**src/rtl/pipe_store_unit_pkg.sv**
```systemverilog
// Shared encodings for the MEM-stage store path: store op codes, FSM states
// and the lane-mirroring helper used for big-endian byte enables.
package pipe_store_unit_pkg;

   typedef enum logic [1:0] {
      ST_BYTE = 2'b00,
      ST_HALF = 2'b01,
      ST_WORD = 2'b10,
      ST_RSVD = 2'b11
   } st_op_e;

   typedef enum logic {
      SU_IDLE = 1'b0,
      SU_REQ  = 1'b1
   } su_state_e;

   function automatic logic [3:0] be_mirror(input logic [3:0] be);
      return {be[0], be[1], be[2], be[3]};
   endfunction

endpackage

```
**src/rtl/pipe_store_unit_lane.sv**
```systemverilog
// Combinational store narrowing: byte enables, lane-replicated write data and
// misalignment detection from the store op and the low address bits.
module pipe_store_lane
   import pipe_store_unit_pkg::*;
#(
   parameter int BIG_ENDIAN = 0
) (
   input  logic [1:0]  i_op,
   input  logic [1:0]  i_addr,
   input  logic [31:0] i_data,
   output logic [3:0]  o_be,
   output logic [31:0] o_wdata,
   output logic        o_misaligned,
   output logic        o_rsvd
);

   logic [3:0] w_be_le;

   always_comb begin
      w_be_le      = 4'b0000;
      o_wdata      = i_data;
      o_misaligned = 1'b0;
      case (i_op)
         ST_BYTE: begin
            w_be_le = 4'b0001 << i_addr;
            o_wdata = {4{i_data[7:0]}};
         end
         ST_HALF: begin
            w_be_le      = i_addr[1] ? 4'b1100 : 4'b0011;
            o_wdata      = {2{i_data[15:0]}};
            o_misaligned = i_addr[0];
         end
         ST_WORD: begin
            w_be_le      = 4'b1111;
            o_misaligned = |i_addr;
         end
         default: begin
            w_be_le = 4'b0000;
         end
      endcase
   end

   // Replicated data already serves both lane orders; only enables mirror.
   assign o_be   = (BIG_ENDIAN != 0) ? be_mirror(w_be_le) : w_be_le;
   assign o_rsvd = (i_op == ST_RSVD);

endmodule

```
**src/rtl/pipe_store_unit.sv**
```systemverilog
// MEM-stage store unit: one outstanding data-memory write under req/ack,
// AdES reporting for misaligned stores and a watchdog raising bus_err.
module pipe_store_unit
   import pipe_store_unit_pkg::*;
#(
   parameter int BIG_ENDIAN     = 0,
   parameter int TIMEOUT_CYCLES = 255,
   parameter int CNT_W          = 8
) (
   input  logic        clk,
   input  logic        rst,
   input  logic        st_valid,
   input  logic [1:0]  st_op,
   input  logic [31:0] st_addr,
   input  logic [31:0] st_data,
   output logic        st_ready,
   output logic        stall,
   output logic        mem_req,
   output logic [31:0] mem_addr,
   output logic [31:0] mem_wdata,
   output logic [3:0]  mem_be,
   input  logic        mem_ack,
   output logic        ades,
   output logic        bus_err,
   output logic [31:0] badvaddr
);

   localparam bit               LP_WD_EN = (TIMEOUT_CYCLES != 0);
   localparam logic [CNT_W-1:0] LP_LAST  = CNT_W'(TIMEOUT_CYCLES - 1);

   su_state_e        r_state, w_state_nxt;
   logic [CNT_W-1:0] r_cnt, w_cnt_nxt;
   logic [31:0]      r_addr, r_wdata, r_badv;
   logic [3:0]       r_be;
   logic             r_ades, r_berr;

   logic [3:0]       w_be;
   logic [31:0]      w_wdata;
   logic             w_mis, w_rsvd;
   logic             w_ack_req, w_accept, w_issue, w_fault, w_expire;

   pipe_store_lane #(
      .BIG_ENDIAN (BIG_ENDIAN)
   ) u_lane (
      .i_op         (st_op),
      .i_addr       (st_addr[1:0]),
      .i_data       (st_data),
      .o_be         (w_be),
      .o_wdata      (w_wdata),
      .o_misaligned (w_mis),
      .o_rsvd       (w_rsvd)
   );

   // An ack only counts while a request is actually on the bus.
   assign w_ack_req = (r_state == SU_REQ) & mem_ack;
   assign st_ready  = (r_state == SU_IDLE) | w_ack_req;
   assign stall     = st_valid & ~st_ready;
   assign w_accept  = st_valid & st_ready;
   assign w_issue   = w_accept & ~w_rsvd & ~w_mis;
   assign w_fault   = w_accept & ~w_rsvd & w_mis;
   assign w_expire  = LP_WD_EN & (r_state == SU_REQ) & ~mem_ack & (r_cnt == LP_LAST);

   always_comb begin
      w_state_nxt = r_state;
      w_cnt_nxt   = r_cnt;
      case (r_state)
         SU_IDLE: begin
            if (w_issue) begin
               w_state_nxt = SU_REQ;
               w_cnt_nxt   = '0;
            end
         end
         SU_REQ: begin
            if (mem_ack) begin
               w_state_nxt = w_issue ? SU_REQ : SU_IDLE;
               w_cnt_nxt   = '0;
            end else if (w_expire) begin
               w_state_nxt = SU_IDLE;
               w_cnt_nxt   = '0;
            end else begin
               w_cnt_nxt = r_cnt + 1'b1;
            end
         end
         default: begin
            w_state_nxt = SU_IDLE;
            w_cnt_nxt   = '0;
         end
      endcase
   end

   always_ff @(posedge clk) begin
      if (!rst) begin
         r_state <= SU_IDLE;
         r_cnt   <= '0;
         r_addr  <= '0;
         r_wdata <= '0;
         r_be    <= '0;
         r_ades  <= 1'b0;
         r_berr  <= 1'b0;
         r_badv  <= '0;
      end else begin
         r_state <= w_state_nxt;
         r_cnt   <= w_cnt_nxt;
         r_ades  <= w_fault;
         r_berr  <= w_expire;
         if (w_issue) begin
            r_addr  <= {st_addr[31:2], 2'b00};
            r_wdata <= w_wdata;
            r_be    <= w_be;
         end
         if (w_fault) begin
            r_badv <= st_addr;
         end
      end
   end

   assign mem_req   = (r_state == SU_REQ);
   assign mem_addr  = r_addr;
   assign mem_wdata = r_wdata;
   assign mem_be    = r_be;
   assign ades      = r_ades;
   assign bus_err   = r_berr;
   assign badvaddr  = r_badv;

endmodule

```
**config.mk**
```make
export PLATFORM = sky130hd
export DESIGN_NAME = pipe_store_unit
export DESIGN_NICKNAME = d
export VERILOG_FILES = /design/src/rtl/pipe_store_unit_pkg.sv /design/src/rtl/pipe_store_unit_lane.sv /design/src/rtl/pipe_store_unit.sv
export SDC_FILE = /design/constraint.sdc
export NUM_CORES = 1
export LEC_CHECK = 0
export ABC_AREA = 1
export CAP_MARGIN = 20
export CELL_PAD_IN_SITES_DETAIL_PLACEMENT = 1
export CELL_PAD_IN_SITES_GLOBAL_PLACEMENT = 2
export CORE_UTILIZATION = 26
export CTS_CLUSTER_DIAMETER = 60
export DETAILED_ROUTE_END_ITERATION = 12
export PLACE_DENSITY = 0.84
export SKIP_CTS_REPAIR_TIMING = 1
export SLEW_MARGIN = 20
export SYNTH_ARGS = -nofsm -noshare
export SYNTH_HDL_FRONTEND = slang
export SYNTH_HIERARCHICAL = 1
export SYNTH_SLANG_ARGS = --single-unit
export TNS_END_PERCENT = 50
```
**constraint.sdc**
```tcl
create_clock -name clk -period 5.6 [get_ports clk]
set_input_delay 1.4 -clock clk [delete_from_list [all_inputs] [get_ports clk]]
set_output_delay 1.4 -clock clk [all_outputs]
set_load 0.05 [all_outputs]
```
==> results.toml <==
[logic_synthesis]
synthCells = 645
synth.distinct_cells = 27
synth_flop_cell = "dfxtp_1"
syn-cell-area_um2 = 4812
yosysWarnings = 6
synth-seq-cells = 109
async_reset_ff_share_pct = 0
avgSynthCellArea_um2 = 7.461
synth_edf_count = 0
seq_area_frac_synth_pct = 45.35

[final_layout]
area_delta_synth_final_pct = 42.12
final_cells = 1020
n_antenna_cell = 0
num-nets-final = 864
drive_above_1_share_pct = 5.057

[worst_setup_path]
arrival_ns = 2.91
cp_common_cell = "clkdlybuf4s50_1"
slowest_stage = "clkdlybuf4s50_1"
cp-end-kind = "primary output"
crit_family = "buffers and inverters"
critPathKind = "input pin to primary output"
crit_chain = "clkdlybuf4s50_1 -> inv_1 -> nand2_4 -> nor2_1 -> clkdlybuf4s50_1"
max_stage_delay_ns = 0.81
cp_max_fo = 7
cp_num_buf_inv = 3
worstPathRequired_ns = 4.20
critPathLaunchType = "input pin"

[die]
core-area_um2 = 18020
die-area_um2 = 19060
die_w_um = 138.0
pin_count = 175
rows = 49
die_y_um = 138.0
start_util_pct = 26.70

[pwr]
power.density_nw_per_um2 = 301.7
p_leak_nw = 2.675
peakVddDrop_v = 0.0001650

[timing]
setup_viol = 0
final.setup_skew_ns = 0.006294
rsz0062_at_grt = "no"
hold_violations = 0
min_period_over_period_pct = 76.91
fin_setup_tns_ns = 0
slew_headroom_pct = 53.30
worst_pin_slew_ns = 0.7005
period_needed_ns = 4.307
holdWs_ns = 0.4441
fmax_mhz = 232.2
slew_viol_final = 0

[global_routing]
grt_overflow = 0
antenna_found_initial = 0
grt.met1_usage_pct = 18.57
grt_max_degree = 69
grtUsageMet3_pct = 5.057
use_met2_pct = 24.47
top_usage_layer = "met2"
grt_pass1_vias = 4414
grt.total_usage_pct = 15.00
grt_first_pass_wirelength_um = 23160

[route]
drt_iter0_drc = 107
drtPass1Iterations = 4
avgRoutedWirePerCell_um = 13.77
viasPerCell = 4.411
vias = 4499
postRouteAntennaNets = 0
drt-total-wl_um = 14040
drc = 0

[clock_tree]
clkTransAtPathRegs_ns = 0.08
clk_latency_ns = 0.35
cts_num_sinks = 109
numCtsBuffers = 9
root_buffer = "clkbuf_16"
h-tree-depth = 3
cts_tree = "done"
clk_path_buf_depth = 2

[place]
dp.cells = 1004
dp_hpwl_um = 10040
routabilityCongestion = 0.7344
port_buffers = 172

[outcome]
outcome = "complete, no violations"

[min_path]
hold_class = "flip-flop to flip-flop"

[job]
drv_cap = 0
final cells by class:
cell class                 instances  area [µm²]
tap                              229       286.5
clock inverter                     7       88.84
sequential                       109        2182
timing repair buffer             177        1767
clock buffer                       9       225.2
fill                            2230       11190
multi-input combinational        370        1841
inverter                         119       449.2
path summary, 6_finish.rpt:
kind	startpoint	to	slack, ns	cells past startpoint
max reg2reg	mem_req	mem_addr[15]	4.02	5
max	mem_ack	stall	1.29	5
min	mem_wdata[10]	mem_wdata[10]	0.44	2
min reg2reg	mem_wdata[10]	mem_wdata[10]	0.44	2
metal layers:
metal	part of all wire [%]	wire length (µm)
met1	45	6339
met2	46	6437
met3	7.8	1092
met4	1.2	172
met5	0	0
report_power, final:
part	internal [mW]	leakage, nW	switching (mW)
Sequential	0.828	0.894	0.0273
Combinational	0.179	1.63	0.339
Clock	0.360	0.152	0.329
Total	1.37	2.68	0.695
synth_stat cells (6+ instances only):
| cell | count | area share (%) |
|---|---|---|
| a21oi_1 | 113 | 12 |
| inv_1 | 118 | 9.2 |
| nand2_2 | 8 | 1.0 |
| buf_4 | 16 | 2.5 |
| nor2_1 | 10 | 0.78 |
| ha_1 | 8 | 2.1 |
| clkbuf_1 | 10 | 0.78 |
| buf_6 | 9 | 2.1 |
| nand3_1 | 12 | 1.2 |
| nand2_1 | 101 | 7.9 |
| clkbuf_2 | 6 | 0.62 |
| dfxtp_1 | 109 | 45 |
| o21ai_0 | 101 | 11 |
worst reg2reg max path, stage by stage, from the launching register on:
cell	delay [ns]
dfxtp_1	0.40
nand2_4	0.11
nand3b_4	0.32
buf_4	0.39
o21ai_0	0.14
a21oi_1	0.15
stage by stage:
stage	power [mW]	util, %	worst slack, ns	area, µm²
final	2.063	37.94	1.293	6839
after CTS	2.098	37.94	1.292	6839
after floorplan	1.214	-	1.859	4816
after global routing	2.166	37.94	1.212	6839
after detailed placement	1.398	36.20	1.290	6525
after global placement	1.393	36.20	1.325	6525
cells by family after synthesis:
family          synth area share, %
xor+xnor                     0.1820
fa+ha+maj                     2.080
simple gates                  13.08
compound gates                22.75
flops                         45.35
buf+inv                       16.48
other cells                 0.07793
cells in the final DEF, fill, tap and decap left out, drive strengths merged:
cell type      synthesis  final
a21oi                114    114
buf                   32      6
bufinv                 0      1
clkbuf                16      9
clkdlybuf4s50          0    171
clkinv                 0      1
clkinvlp               0      1
conb                   1      2
dfxtp                109    109
ha                     8      8
inv                  119    123
nand2                110    110
nand3                 15     15
nand3b                 2      2
nor2                  12     12
nor3                   1      1
o21ai                104    104
or2                    1      1
xor2                   1      1
registers in the layout, summed over array words and instances (netlist names):
| name | count |
|---|---|
| ades | 1 |
| mem_addr | 30 |
| mem_req | 1 |
| bus_err | 1 |
| r_cnt | 8 |
| mem_wdata | 32 |
| badvaddr | 32 |
| mem_be | 4 |
Note: power is estimated with default switching activity, not from simulation.
